File: src/rtl/wb_rr_arbiter.sv
// Round-robin N-master to 1-slave Wishbone arbiter; grant is registered and held for the owner's whole cycle.
// Define WB_ARB_TIMEOUT_EN to build the stalled-access timeout that raises m_wb_err_o to the owner.
//
// state | meaning
// IDLE  | no owner; pick the next requester after 'last' on the coming edge
// BUSY  | 'owner' drives the slave port until it drops cyc
module wb_rr_arbiter #(
   parameter int NUM_MASTERS    = 2,
   parameter int ADDR_W         = 32,
   parameter int TIMEOUT_CYCLES = 255
) (
   input  logic                          wb_clk_i,
   input  logic                          wb_rst_i,
   input  logic [NUM_MASTERS-1:0]        m_wb_cyc_i,
   input  logic [NUM_MASTERS-1:0]        m_wb_stb_i,
   input  logic [NUM_MASTERS-1:0]        m_wb_we_i,
   input  logic [4*NUM_MASTERS-1:0]      m_wb_sel_i,
   input  logic [ADDR_W*NUM_MASTERS-1:0] m_wb_adr_i,
   input  logic [32*NUM_MASTERS-1:0]     m_wb_dat_i,
   output logic [31:0]                   m_wb_dat_o,
   output logic [NUM_MASTERS-1:0]        m_wb_ack_o,
   output logic [NUM_MASTERS-1:0]        m_wb_err_o,
   output logic                          s_wb_cyc_o,
   output logic                          s_wb_stb_o,
   output logic                          s_wb_we_o,
   output logic [3:0]                    s_wb_sel_o,
   output logic [ADDR_W-1:0]             s_wb_adr_o,
   output logic [31:0]                   s_wb_dat_o,
   input  logic [31:0]                   s_wb_dat_i,
   input  logic                          s_wb_ack_i
);

   localparam int OWN_W = $clog2(NUM_MASTERS);

   localparam logic [0:0] ST_IDLE = 1'b0;
   localparam logic [0:0] ST_BUSY = 1'b1;

   if (NUM_MASTERS < 2 || NUM_MASTERS > 8) begin : g_bad_num_masters
      $error("wb_rr_arbiter: NUM_MASTERS must be 2..8");
   end
   if (TIMEOUT_CYCLES < 1 || TIMEOUT_CYCLES > 65535) begin : g_bad_timeout
      $error("wb_rr_arbiter: TIMEOUT_CYCLES must be 1..65535");
   end

   logic [0:0]       state;
   logic [OWN_W-1:0] owner;
   logic [OWN_W-1:0] last;
   logic [OWN_W-1:0] pick_idx;
   logic             busy;
   logic             owner_cyc;
   logic             owner_stb;
   logic             timeout_hit;
   logic             mux_we;
   logic [3:0]       mux_sel;
   logic [ADDR_W-1:0] mux_adr;
   logic [31:0]      mux_dat;

   assign busy = (state == ST_BUSY);

   // Lowest requester above 'last' wins; otherwise wrap to the lowest at or below it.
   always_comb begin
      pick_idx = '0;
      for (int j = NUM_MASTERS - 1; j >= 0; j--) begin
         if (m_wb_cyc_i[j] && (OWN_W'(j) <= last)) begin
            pick_idx = OWN_W'(j);
         end
      end
      for (int j = NUM_MASTERS - 1; j >= 0; j--) begin
         if (m_wb_cyc_i[j] && (OWN_W'(j) > last)) begin
            pick_idx = OWN_W'(j);
         end
      end
   end

   always_ff @(posedge wb_clk_i) begin
      if (wb_rst_i) begin
         state <= ST_IDLE;
         owner <= '0;
         last  <= OWN_W'(NUM_MASTERS - 1);
      end else begin
         case (state)
            ST_IDLE: begin
               if (|m_wb_cyc_i) begin
                  owner <= pick_idx;
                  last  <= pick_idx;
                  state <= ST_BUSY;
               end
            end
            ST_BUSY: begin
               if (!owner_cyc) begin
                  state <= ST_IDLE;
               end
            end
            default: state <= ST_IDLE;
         endcase
      end
   end

   always_comb begin
      owner_cyc = 1'b0;
      owner_stb = 1'b0;
      mux_we    = 1'b0;
      mux_sel   = '0;
      mux_adr   = '0;
      mux_dat   = '0;
      for (int k = 0; k < NUM_MASTERS; k++) begin
         if (owner == OWN_W'(k)) begin
            owner_cyc = m_wb_cyc_i[k];
            owner_stb = m_wb_cyc_i[k] & m_wb_stb_i[k];
            mux_we    = m_wb_we_i[k];
            mux_sel   = m_wb_sel_i[4*k +: 4];
            mux_adr   = m_wb_adr_i[ADDR_W*k +: ADDR_W];
            mux_dat   = m_wb_dat_i[32*k +: 32];
         end
      end
   end

   assign s_wb_cyc_o = busy & owner_cyc;
   assign s_wb_stb_o = busy & owner_stb & ~timeout_hit;
   assign s_wb_we_o  = busy & mux_we;
   assign s_wb_sel_o = busy ? mux_sel : '0;
   assign s_wb_adr_o = busy ? mux_adr : '0;
   assign s_wb_dat_o = busy ? mux_dat : '0;

   assign m_wb_dat_o = s_wb_dat_i;

   // Slave ack goes straight to the owner, including acks that arrive without a strobe.
   always_comb begin
      m_wb_ack_o = '0;
      for (int k = 0; k < NUM_MASTERS; k++) begin
         if (busy && (owner == OWN_W'(k))) begin
            m_wb_ack_o[k] = s_wb_ack_i;
         end
      end
   end

`ifdef WB_ARB_TIMEOUT_EN
   logic [15:0] stall_cnt;
   logic        stall;

   assign stall       = busy & owner_stb & ~s_wb_ack_i;
   assign timeout_hit = stall & (stall_cnt == 16'(TIMEOUT_CYCLES - 1));

   // The raw owner strobe feeds the stall detect so forcing stb low cannot loop back.
   always_ff @(posedge wb_clk_i) begin
      if (wb_rst_i || !busy || !owner_cyc || s_wb_ack_i || timeout_hit) begin
         stall_cnt <= '0;
      end else if (stall) begin
         stall_cnt <= stall_cnt + 16'd1;
      end
   end

   always_comb begin
      m_wb_err_o = '0;
      for (int k = 0; k < NUM_MASTERS; k++) begin
         if (owner == OWN_W'(k)) begin
            m_wb_err_o[k] = timeout_hit;
         end
      end
   end
`else
   assign timeout_hit = 1'b0;
   assign m_wb_err_o  = '0;
`endif

endmodule

File: config.mk
export PLATFORM = sky130hd
export DESIGN_NAME = wb_rr_arbiter
export DESIGN_NICKNAME = d
export VERILOG_FILES = /design/src/rtl/wb_rr_arbiter.sv
export SDC_FILE = /design/constraint.sdc
export NUM_CORES = 1
export LEC_CHECK = 0
export ABC_AREA = 1
export CAP_MARGIN = 10
export CORE_AREA = 2 2 111 113
export DETAILED_ROUTE_END_ITERATION = 7
export DIE_AREA = 0 0 113 115
export RECOVER_POWER = 25
export SLEW_MARGIN = 5
export SYNTH_ARGS = -nofsm -noshare
export SYNTH_HDL_FRONTEND = slang
export SYNTH_SLANG_ARGS = --single-unit
File: constraint.sdc
create_clock -name wb_clk_i -period 0.93 [get_ports wb_clk_i]
set_input_delay 0.1395 -clock wb_clk_i [delete_from_list [all_inputs] [get_ports wb_clk_i]]
set_output_delay 0.1395 -clock wb_clk_i [all_outputs]
set_load 0.02 [all_outputs]
==> flow_summary.json <==
{
  "drt-initial-drc-count": 69,
  "fin_worst_skew_ps": 0.445,
  "endpoint_kind": "output port",
  "totalWireLength_um": 10200,
  "fmax_mhz": 685,
  "area_growth_pct": 233,
  "ys_seq_elements": 3,
  "drt.antenna.violating_nets": 0,
  "floorplan.initialDensity_pct": 12.4,
  "die_y_um": 115,
  "final.setup.worst_slack_ps": -529,
  "rsz0062_at_grt": "true",
  "cts_made_buffers": 3,
  "pre_cts_ws_ps": -871,
  "clk_pin_slew_ps": 30,
  "ys_seq_area_share_pct": 4.11,
  "violations": "design-rule violations, negative setup slack",
  "drc": 18,
  "via_per_inst": 4.21,
  "clock_latency_ps": 220,
  "drv_slew": 0,
  "h-tree-depth": 1,
  "worstRegToRegCells": 7,
  "place_area_um2": 4010,
  "vias": 2685,
  "pin_count": 284,
  "drive_gt1_share_pct": 49.1,
  "final_area_um2": 4860,
  "cp.required_ps": 790,
  "hold_class": "input port to output port",
  "p_per_area_nw_per_um2": 777,
  "crit_path_start_kind": "flip-flop",
  "path_max_fanout": 8,
  "floorplan.die_area_um2": 13000,
  "synth_area_um2": 1460,
  "rows": 40,
  "firstDrtPassIters": 6,
  "power_leakage_nw": 1.93,
  "grt-ovfl-total": 0,
  "avgSynthCellArea_um2": 5.07,
  "nFillCells": 1188,
  "clock-sinks": 3,
  "ys_types": 18,
  "core-area_um2": 11800,
  "grt_pass1_vias": 2586,
  "cp.arrival_ps": 1320,
  "cts-root-buf": "clkbuf_16",
  "final_core_util_pct": 41.1,
  "r2r_slack_ps": -210,
  "dieWidth_um": 113,
  "grt_pass1_wl_um": 12700,
  "n_antenna_cell": 0,
  "cp_cell_sequence": "buf_12 > clkinv_16 > clkbuf_16 > nand2_2 > a21oi_2 > buf_4",
  "vdd_drop_max_v": 0.000593,
  "multiInputGateArea_um2": 1680,
  "grt_max_degree": 31,
  "routedWlPerCell_um": 16.0,
  "io_buffers": 217,
  "setup_viol": 76,
  "p_total_mw": 3.78,
  "cts_tree": "yes",
  "hold_viol": 0,
  "final-seq-area_um2": 67.6,
  "hold_path_depth": 0,
  "crit_path_top_delay_cell": "dfxtp_4",
  "crit_type": "flip-flop to output port",
  "maxCapViolations": 0,
  "status": "finished, violations left",
  "cp_slowest_stage_delay_ps": 380,
  "hpwlAfterDp_um": 6960,
  "gp_congestion": 0.773,
  "yosys_warnings": 0,
  "grt_use_total_pct": 11.9,
  "nNetsFinal": 669,
  "period_minus_slack_ps": 1460,
  "cts_buffer_depth": 2,
  "post-route-period-util_pct": 157,
  "antenna_found_initial": 0,
  "netlist_instances": 288
}
-- power by group --
| group | leakage, nW | switching [mW] | internal, mW |
|---|---|---|---|
| clock | 0.0382 | 0.115 | 0.565 |
| sequential | 0.0262 | 0.0221 | 0.142 |
| combinational | 1.86 | 1.38 | 1.56 |
-- layout by cell type (no fill, tap or decap), types with 3 or more instances in the layout --
cell type and n:
buf_4 37, clkdlybuf4s50_1 144, inv_1 4, a21oi_4 26, buf_6 49, buf_12 8, buf_8 3, a21oi_2 37
nand2_4 21, clkbuf_16 13, a21oi_1 7, nand2_2 33, nand2_1 88
-- state kept, by name (all words and copies together), names as in the netlist --
signal  flops
busy        1
last        1
owner       1
-- cell usage after synthesis --
cell type  count  share of area [%]
buf_4         41                 21
o21ai_0        1               0.34
buf_6          8                6.2
nand2_1      142                 37
buf_2          2               0.69
clkbuf_1       5                1.3
nor3_1         1               0.34
dfxtp_1        3                4.1
a21oi_1       70                 24
o22ai_1        1               0.43
inv_2          1               0.26
nand3_1        3                1.0
inv_1          4                1.0
conb_1         1               0.26
nor2_1         2               0.51
nor3_2         1               0.69
nand3b_1       1               0.51
inv_8          1               0.77
-- critical path, delay by kind of cell (launching register included) --
family	cells	cell delay, ps
buffers and inverters	4	580
DFF	1	380
and+or+nand+nor	1	70
AOI/OAI and AO/OA	1	40
-- final timing paths --
kind,start,endpoint
hold / removal,s_wb_dat_i[10],m_wb_dat_o[10]
setup reg to reg,owner,busy
hold reg to reg,last,last
setup / recovery,owner,s_wb_adr_o[6]
-- per-layer routing --
metal | up-vias | track usage (%) | part of all wire, %
li1 | 1293 | - | -
met1 | 1242 | 12.6 | 37
met2 | 135 | 23.8 | 53
met3 | 15 | 2.74 | 8.3
met4 | 0 | 2.60 | 1.3
met5 | - | 0 | 0
-- repair_timing --
item | CTS | global route
hold buffers | 0 | 0
endpoints found under the setup margin | 76 | 76
cloned | 0 | 15
buffers inserted | 0 | 2
resized for setup | 385 | 144
pin swaps | 1 | 30
-- per-stage QoR --
step,setup TNS (ps),hold WS (ps),cells
global route,-40090,279,638
global placement,-53190,279,617
detailed placement,-53860,279,617
finish,-36570,279,638
floorplan,-12960,209,289
CTS,-34500,279,621
-- cells by family (layout without fill, tap and decap cells) --
kind of cell           count (synthesis)  after routing  synth area share (%)
buffers and inverters                 62            264                  31.3
and+or+nand+nor                      150            150                  39.6
DFF                                    3              3                  4.11
AOI/OAI and AO/OA                     72             72                  24.8
other                                  1              2                 0.257
-- final cells by class --
class | instances | area share [%]
Timing Repair Buffer | 252 | 56.7
Multi-Input combinational cell | 224 | 34.7
Tap cell | 147 | 3.79
Clock buffer | 4 | 1.62
Sequential cell | 3 | 1.39
Inverter | 6 | 1.16
Timing Repair inverter | 2 | 0.670
No activity file was read; power rests on OpenSTA's default activity.
